File: config.mk
export PLATFORM = sky130hd
export DESIGN_NAME = fmul_wb
export DESIGN_NICKNAME = d
export VERILOG_FILES = /design/src/rtl/fpu_pkg.sv /design/src/rtl/fpu_res_fifo.sv /design/src/rtl/fmul_wb.sv
export SDC_FILE = /design/constraint.sdc
export NUM_CORES = 1
export LEC_CHECK = 0
export BUFFER_PORTS_ARGS = -buffer_cell sky130_fd_sc_hd__buf_2
export CORE_ASPECT_RATIO = 1.75
export CORE_MARGIN = 1.5
export CORE_UTILIZATION = 60
export CTS_BUF_LIST = sky130_fd_sc_hd__clkbuf_4 sky130_fd_sc_hd__clkbuf_8
export CTS_CLUSTER_DIAMETER = 60
export CTS_CLUSTER_SIZE = 40
export DETAILED_ROUTE_END_ITERATION = 6
export PLACE_DENSITY = 0.92
export SYNTH_ARGS = -nofsm -noshare
export SYNTH_HDL_FRONTEND = slang
export SYNTH_HIERARCHICAL = 1
export SYNTH_SLANG_ARGS = --single-unit
File: constraint.sdc
create_clock -name clk -period 3.1 [get_ports clk]
set_input_delay 0.31 -clock clk [delete_from_list [all_inputs] [get_ports clk]]
set_output_delay 0.31 -clock clk [all_outputs]
set_load 0.01 [all_outputs]
File: src/rtl/fpu_pkg.sv
// Shared FPU types and default constants for the fmul result path.
// fmul_res_t is the writeback payload: destination tag, product and overflow flag.
package fpu_pkg;

  localparam int FMUL_NSTAGE = 2;
  localparam int FPU_TAGW    = 5;

  typedef struct packed {
    logic [FPU_TAGW-1:0] tag;
    logic [31:0]         y;
    logic                ovf;
  } fmul_res_t;

endpackage

File: src/rtl/fpu_res_fifo.sv
// In-order circular result buffer, parameterised on depth (power of two) and payload type.
// Reads are registered-only: a push into an empty buffer shows on rdata the next cycle.
module fpu_res_fifo #(
  parameter int  DEPTH = 4,
  parameter type T     = logic [7:0]
) (
  input  logic                           clk,
  input  logic                           rst,
  input  logic                           push,
  input  T                               wdata,
  input  logic                           pop,
  output T                               rdata,
  output logic [$clog2(DEPTH+1)-1:0]     count
);

  localparam int AW = $clog2(DEPTH);

  T           mem [DEPTH];
  logic [AW-1:0] wr_ptr;
  logic [AW-1:0] rd_ptr;
  logic          do_pop;

  assign do_pop = pop && (count != '0);

  // Pointers wrap naturally because DEPTH is a power of two.
  always_ff @(posedge clk or posedge rst) begin
    if (rst) begin
      wr_ptr <= '0;
      rd_ptr <= '0;
      count  <= '0;
    end else begin
      if (push)   wr_ptr <= wr_ptr + 1'b1;
      if (do_pop) rd_ptr <= rd_ptr + 1'b1;
      if (push && !do_pop)      count <= count + 1'b1;
      else if (do_pop && !push) count <= count - 1'b1;
    end
  end

  always_ff @(posedge clk) begin
    if (push) mem[wr_ptr] <= wdata;
  end

  // Empty buffer presents zeros so the head is clean out of reset.
  assign rdata = (count != '0) ? mem[rd_ptr] : '0;

endmodule

File: src/rtl/fmul_wb.sv
// Result-collection stage behind the NSTAGE-deep fmul pipeline: tag alignment, credit flow control,
// in-order result FIFO and writeback handshake. Define FMUL_WB_STICKY_OVF_EN to build the sticky overflow flag.
module fmul_wb
  import fpu_pkg::*;
#(
  parameter int NSTAGE = FMUL_NSTAGE,
  parameter int DEPTH  = 4,
  parameter int TAGW   = FPU_TAGW
) (
  input  logic            clk,
  input  logic            rst,
  input  logic            issue_valid,
  input  logic [TAGW-1:0] issue_tag,
  output logic            issue_ready,
  input  logic [31:0]     fmul_y,
  input  logic            fmul_ovf,
  output logic            out_valid,
  output logic [TAGW-1:0] out_tag,
  output logic [31:0]     out_y,
  output logic            out_ovf,
  input  logic            out_ready,
  input  logic            ovf_clr,
  output logic            ovf_sticky
);

  localparam int CW = $clog2(DEPTH+1);
  localparam logic [CW-1:0] FULL = CW'(DEPTH);

  typedef struct packed {
    logic [TAGW-1:0] tag;
    logic [31:0]     y;
    logic            ovf;
  } res_t;

  // Handshake: a transfer happens on a rising edge where valid && ready; the source holds its
  // payload steady while valid && !ready, and ready never depends combinationally on valid.
  logic            accept;
  logic            push;
  logic            pop;
  logic [NSTAGE-1:0] pipe_v;
  logic [TAGW-1:0] pipe_tag [NSTAGE];
  logic [CW-1:0]   reserved;
  logic [CW-1:0]   res_count;
  res_t            wdata;
  res_t            head;

  assign accept = issue_valid && issue_ready;
  assign push   = pipe_v[NSTAGE-1];
  assign pop    = out_valid && out_ready;

  always_ff @(posedge clk or posedge rst) begin
    if (rst) begin
      pipe_v <= '0;
    end else begin
      pipe_v[0] <= accept;
      for (int i = 1; i < NSTAGE; i++) pipe_v[i] <= pipe_v[i-1];
    end
  end

  always_ff @(posedge clk) begin
    pipe_tag[0] <= issue_tag;
    for (int i = 1; i < NSTAGE; i++) pipe_tag[i] <= pipe_tag[i-1];
  end

  // Credits cover both in-flight multiplies and buffered results, so a push never meets a full FIFO.
  always_ff @(posedge clk or posedge rst) begin
    if (rst) begin
      reserved <= '0;
    end else if (accept && !pop) begin
      reserved <= reserved + 1'b1;
    end else if (pop && !accept) begin
      reserved <= reserved - 1'b1;
    end
  end

  assign issue_ready = (reserved != FULL);

  assign wdata = '{tag: pipe_tag[NSTAGE-1], y: fmul_y, ovf: fmul_ovf};

  fpu_res_fifo #(
    .DEPTH (DEPTH),
    .T     (res_t)
  ) u_fifo (
    .clk   (clk),
    .rst   (rst),
    .push  (push),
    .wdata (wdata),
    .pop   (pop),
    .rdata (head),
    .count (res_count)
  );

  assign out_valid = (res_count != '0);
  assign out_tag   = head.tag;
  assign out_y     = head.y;
  assign out_ovf   = head.ovf;

`ifdef FMUL_WB_STICKY_OVF_EN
  // A set in the same cycle as a clear wins.
  always_ff @(posedge clk or posedge rst) begin
    if (rst) begin
      ovf_sticky <= 1'b0;
    end else if (pop && out_ovf) begin
      ovf_sticky <= 1'b1;
    end else if (ovf_clr) begin
      ovf_sticky <= 1'b0;
    end
  end
`else
  logic unused_ovf_clr;
  assign unused_ovf_clr = ovf_clr;
  assign ovf_sticky     = 1'b0;
`endif

endmodule

==> impl_metrics.toml, run 1 <==
[outcome]
outcome = "complete, no violations"

[min_path]
hold_depth = 1
holdPathEnd = "u_fifo/mem[0][23]"
min_path_type = "primary input to register"
min_from = "fmul_y[22]"

[clock_tree]
cts_root_buf = "clkbuf_8"
cts_made_buffers = 17
post_cts_buffers = 0
cts_resized = 0
cts_buffer_depth = 2
tritoncts = "yes"
clk_pin_slew_worst_paths_ns = 0.09
htree_levels = 4
clk_latency_ns = 0.43
cts_num_sinks = 174

[routing]
drt_iter0_drc = 189
avgViaCountPerCell = 5.60
wl_per_cell_um = 19.4
wl_um = 10600
dr.pass1.iters = 4
drtAntennaViolNets = 0
drc = 0
via_count = 3073

[sta]
hold_violations = 0
setup_viol = 0
min_period_over_period = 0.827
max_slew_margin = 0.303
fin_setup_tns_ns = 0
report.final.slew_viol_count = 0
fmax_mhz = 390
rsz0062_at_grt = "no"
fin_crit_ns = 2.56
skew_ns = 0.00883
worstMarginPinSlew_ns = 1.05

[synthesis]
ys_warn_count = 6
synth_cells = 307
synth_largest_area_cell = "edfxtp_1"
synth_seq_area_share = 0.764
syn-cell-area_um2 = 6630
synth_seq_cells = 174
synthesis.nets = 358
synth_cell_types = 25
synth_top_area_share = 0.689
synth_area_per_cell_um2 = 21.6
synth_area_leaders = "edfxtp_1, mux4_2, dfrtp_1"

[critical_path]
critPathLaunch = "u_fifo/rd_ptr[0]"
critPathKind = "register to output port"
reg2reg_depth = 10
r2r_end = "u_fifo/count[2]"
r2r-start = "u_fifo/count[1]"
path_buf_inv = 2
cp_num_cells = 4
crit_arrival_ns = 2.25
path_cells = "buf_12 -> mux4_2 -> and2_1 -> buf_2"
crit_family = "flip-flops"
cp_max_fo = 20
end_kind = "output port"
crit_path_top_delay_cell = "dfrtp_2"
r2r_slack_ns = 0.88
required_ns = 2.79
cpPeakStageDelay_ns = 0.69
start_kind = "register"

[global_route]
grt_max_degree = 40
grt_pass1_vias = 3256
track_usage = 0.199
antenna_found_initial = 3
grt_pass1_wl_um = 16400
overflow = 0

[die]
core_area_um2 = 10700
die_w_um = 82.5
die_area_um2 = 11700
num_rows = 50
initial_core_util = 0.620
die_y_um = 142
ioPinCount = 84

[pwr]
combinationalPowerShare = 0.323
irDropWorstVdd_mv = 0.584
swShare = 0.306
powerDensity_nw_per_um2 = 938
p_leak_nw = 2.69
switching_power_mw = 2.16
p_total_mw = 7.08
p_int_mw = 4.92
clock_power_share = 0.198
p_seq_frac = 0.479

[placed_design]
gp_congestion = 0.736
placed_cell_area_um2 = 7120
port_buffers = 81
dp_hpwl_um = 6770

[layout]
area_delta_synth_final_pct = 13.9
design_area_um2 = 7550
drive_gt1_frac = 0.400
post-route-util = 0.705
fillers = 620
finalNetCount = 455

[run]
cap_viol_max_count = 0
[power groups by stage]
| stage | Combinational, mW | Sequential (mW) | Clock (mW) |
|---|---|---|---|
| floorplan | 1.80 | 3.23 | 0 |
| global placement | 2.24 | 3.41 | 0 |
| detailed placement | 2.31 | 3.45 | 0 |
| CTS | 2.32 | 3.40 | 1.43 |
| global route | 2.52 | 3.45 | 1.51 |
| finish | 2.29 | 3.39 | 1.40 |
[cell usage after synthesis]
cell type  number
edfxtp_1      152
and2_1         43
mux4_2         38
dfrtp_1        12
dfxtp_1        10
ha_1            6
inv_1           6
clkbuf_1        5
xor2_1          5
buf_12          4
xnor2_1         4
nand2_1         3
nor2_1          3
buf_2           2
buf_4           2
fa_1            2
mux2_2          2
buf_6           1
conb_1          1
inv_2           1
nand2_2         1
nand3_1         1
o21ai_0         1
or3_1           1
or3_4           1
[final cells by class]
cell class | count | area, um^2 | area share
sequential | 174 | 5070 | 0.671
multi-input combinational | 112 | 1410 | 0.186
timing repair buffer | 92 | 515 | 0.0683
clock buffer | 19 | 249 | 0.0330
tap | 130 | 163 | 0.0216
clock inverter | 13 | 115 | 0.0153
inverter | 7 | 26.3 | 0.00348
antenna | 2 | 5.00 | 0.000663
[per-layer routing]
| metal | vias to the layer above | global-route usage | wire length [um] |
|---|---|---|---|
| met4 | 0 | 0.112 | 415 |
| met1 | 1556 | 0.220 | 3770 |
| met2 | 97 | 0.337 | 5900 |
| met5 | - | 0 | 0 |
| li1 | 1388 | - | - |
| met3 | 32 | 0.0564 | 560 |
[placed cells by master (no fill, tap or decap), types with 2 or more instances in the layout]
master / n
and2_1: 39
and2_2: 4
buf_2: 81
buf_4: 4
clkbuf_4: 2
clkbuf_8: 17
clkinv_4: 3
clkinvlp_4: 3
dfrtp_1: 10
dfrtp_2: 2
dfxtp_1: 10
diode_2: 2
dlygate4sd3_1: 6
edfxtp_1: 152
fa_1: 2
ha_1: 6
inv_1: 6
inv_4: 5
mux2_2: 2
mux4_2: 38
nand2_1: 3
nor2_1: 3
xnor2_1: 4
xor2_1: 5
[worst register-to-register path: stages, from the launching register on]
cell and delay (ns):
dfrtp_1 0.43, or3_4 0.41, nand2_2 0.09, inv_2 0.04, nand2_1 0.08, ha_1 0.19
inv_1 0.06, fa_1 0.37, xor2_1 0.17, nor2_1 0.11, xor2_1 0.17
[metrics by stage]
step / setup slack, ns / instances / hold WS, ns
finish: 0.536 / 549 / 0.0789
global route: 0.380 / 549 / 0.0567
CTS: 0.472 / 547 / 0.0534
detailed placement: 0.915 / 509 / 0.227
global placement: 0.968 / 509 / 0.221
floorplan: 0.932 / 307 / 0.0885
[cell families (layout without fill, tap and decap cells)]
family | after synthesis | count (layout) | synth area share
AO/OA/AOI/OAI | 1 | 1 | 0.000754
AND/OR/NAND/NOR | 53 | 53 | 0.0483
XOR/XNOR | 9 | 9 | 0.0119
adder cells (fa/ha/maj) | 8 | 8 | 0.0174
buffers and inverters | 21 | 131 | 0.0244
multiplexers | 40 | 40 | 0.133
flip-flops | 174 | 174 | 0.764
other | 1 | 3 | 0.000566
[timing repair]
item                                    CTS  global route
endpoints found under the setup margin    0             0
hold endpoints to repair                 17             0
hold buffers                              6             0
[registers in the layout, summed over array words and instances (netlist names)]
signal	flops
u_fifo/mem	152
pipe_tag	10
pipe_v	2
u_fifo/rd_ptr	2
reserved	3
u_fifo/wr_ptr	2
u_fifo/count	3
[how the worst max path moves through the flow]
stage                      end  slack, ns
4_1_cts              out_y[15]       0.47
3_5_place_dp   u_fifo/count[2]       0.91
6_report              out_y[6]       0.54
5_1_grt              out_y[18]       0.38
3_3_place_gp         out_y[20]       0.97
2_1_floorplan  u_fifo/count[2]       0.93
Power figures use the tool's default switching activity.
==> run 2, diff against run 1 <==
Settings changed: ABC_AREA set to 1, CORE_UTILIZATION 60 to 55, PLACE_DENSITY 0.92 to 0.89.
Clock period 3.1 ns to 2.3 ns, I/O delays scaled along.
==> run 2 against run 1 <==
  * Clock skew rose by 0.00079 ns
  * Count of clock-buffer cells in the layout did not move
  * Sequential power rose by 28%
  * Critical path depth rose by 2
  * Die area rose by 21%
  * Worst hold slack got worse by 0.027 ns
  * Sequential cell count did not move
  * Synthesized area rose by 11%
  * First-iteration DRC count rose by 110%
  * Routed wire length rose by 37%
  * Sequential share of layout area fell by 9.3 points
  * Critical path type unchanged
  * Largest power group unchanged
  * Highest routed layer unchanged
==> impl_metrics.toml, run 2 <==
[die]
die_area_um2 = 14100
die_w_um = 90.5
die_y_um = 156
num_rows = 55
ioPinCount = 84
initial_core_util = 0.566
core_area_um2 = 13000

[sta]
hold_ws_ns = 0.0517
setup_viol = 0
fin_setup_tns_ns = 0
worstMarginPinSlew_ns = 0.552
rsz0062_at_grt = "no"
fmax_mhz = 470
max_slew_margin = 0.632
skew_ns = 0.00962
fin_ws_ns = 0.173
fin_crit_ns = 2.13
min_period_over_period = 0.925
hold_violations = 0
report.final.slew_viol_count = 0

[clock_tree]
cts_resized = 0
post_cts_buffers = 0
tritoncts = "yes"
htree_levels = 4
cts_root_buf = "clkbuf_8"
cts_made_buffers = 17
cts_buffer_depth = 2
clk_pin_slew_worst_paths_ns = 0.09
hold_buffers = 39
cts_num_sinks = 174
clk_latency_ns = 0.45

[synthesis]
synthFlopType = "edfxtp_1"
synth_largest_area_cell = "edfxtp_1"
synth_cells = 696
synth_area_leaders = "edfxtp_1, nand2_1, inv_1"
synth_seq_area_share = 0.688
synth_cell_types = 24
yosysMostFrequentCell = "nand2_1"
synth_edf_count = 152
synth_area_per_cell_um2 = 10.6
synth_common_cells = "nand2_1, inv_1, edfxtp_1"
synthArstFlopShare = 0.0690
synth_seq_cells = 174
ys_warn_count = 6
syn-cell-area_um2 = 7360
synthesis.nets = 747
synth_top_area_share = 0.620

[run]
cap_viol_max_count = 0

[global_route]
track_usage = 0.217
grt_pass1_vias = 5071
grt_pass1_wl_um = 23300
grt_max_degree = 53
antenna_found_initial = 0
overflow = 0

[layout]
layout_common_cells = "nand2_1, inv_1, edfxtp_1, buf_2, nand3_1"
top_register = "u_fifo/mem"
layout_commonest_cell = "nand2_1"
largest_register_ffs = 152
seq_area_um2 = 5070
area_delta_synth_final_pct = 18.9
reg_top3 = "u_fifo/mem (152), pipe_tag (10)"
drive_gt1_frac = 0.163
multi_input_area_um2 = 1450
fillers = 860
finalNetCount = 867

[critical_path]
crit_arrival_ns = 1.90
cp_max_fo = 52
required_ns = 2.07
r2r-start = "u_fifo/count[0]"
r2r_end = "u_fifo/count[2]"
r2r_slack_ns = 0.32
start_kind = "register"
critPathKind = "register to output port"
end_kind = "output port"
reg2reg_depth = 12

[routing]
dr.pass1.iters = 5
avgViaCountPerCell = 4.96
wl_um = 14600
drt_iter0_drc = 395
drc = 0
via_count = 4963
drtAntennaViolNets = 0
wl_per_cell_um = 14.6

[placed_design]
dpl_worst_slack_ns = 0.391
port_buffers = 81
dp_hpwl_um = 8460
gp_congestion = 0.837

[pwr]
irDropWorstVdd_mv = 1.01
powerDensity_nw_per_um2 = 1210
p_leak_nw = 4.03

[min_path]
min_path_type = "primary input to register"
hold_depth = 2
min_from = "issue_valid"
holdPathEnd = "pipe_v[0]"

[outcome]
outcome = "complete, no violations"
## run 2: changes by cell type in the layout (fill, tap and decap cells not counted), sizes merged, moves of 8 or more
cell         previous run  this run
nand2                   4       177
and2                   43         0
a21oi                   0        38
nand3                   1        79
dlygate4sd3             6        39
buf                    86        94
inv                    12       181
mux4                   38         0
## run 2: cells by family after synthesis
group                    Yosys count  share of synthesized area
other                              1                   0.000509
buffers and inverters            206                      0.115
adder cells (fa/ha/maj)            8                     0.0156
flip-flops                       174                      0.688
XOR/XNOR                           4                    0.00476
AO/OA/AOI/OAI                     42                     0.0289
AND/OR/NAND/NOR                  261                      0.147
## run 2: layout make-up
| class | count | area share |
|---|---|---|
| tap | 171 | 0.0244 |
| clock inverter | 13 | 0.0171 |
| antenna | 1 | 0.000286 |
| inverter | 174 | 0.0746 |
| timing repair buffer | 133 | 0.109 |
| sequential | 174 | 0.579 |
| multi-input combinational | 316 | 0.166 |
| clock buffer | 19 | 0.0299 |
## run 2: per-layer routing
metal	routed length, um	share of wire	GRT usage	up-vias
li1	-	-	-	2427
met1	5250	0.36	0.219	2289
met2	7860	0.54	0.395	192
met3	865	0.059	0.0541	55
met4	639	0.044	0.138	0
met5	0	0	0	-
## run 2: worst max-delay path, stage by stage (launching register included)
cell     delay, ns
dfrtp_2       0.43
inv_2         0.29
buf_12        0.29
nand2_1       0.08
nand3_1       0.09
a21oi_1       0.09
buf_2         0.15
## run 2: per-stage QoR
stage / power (mW) / util / std cells / cell area [um^2]
after floorplan: 7.09 / - / 696 / 7360
after global placement: 8.32 / 0.611 / 929 / 7950
after detailed placement: 8.47 / 0.611 / 929 / 7950
after CTS: 10.6 / 0.673 / 1000 / 8750
after global routing: 11.3 / 0.673 / 1000 / 8750
final: 10.6 / 0.673 / 1001 / 8760
## run 2: worst max-delay path by stage
| stage | startpoint | endpoint | cells past startpoint | slack [ns] |
|---|---|---|---|---|
| 2_1_floorplan | u_fifo/wr_ptr[0] | u_fifo/mem[2][0] | 4 | 0.49 |
| 3_3_place_gp | u_fifo/count[1] | u_fifo/count[2] | 12 | 0.48 |
| 3_5_place_dp | u_fifo/count[0] | u_fifo/count[2] | 12 | 0.39 |
| 4_1_cts | u_fifo/rd_ptr[0] | out_y[24] | 6 | 0.15 |
| 5_1_grt | u_fifo/rd_ptr[0] | out_tag[3] | 6 | 0.04 |
| 6_report | u_fifo/rd_ptr[0] | out_y[23] | 6 | 0.17 |
## run 2: power by group
group | leakage [nW] | switching, mW | internal, mW | total (mW)
clock | 0.204 | 1.13 | 0.965 | 2.09
combinational | 2.20 | 2.72 | 1.46 | 4.18
sequential | 1.62 | 0.214 | 4.13 | 4.34
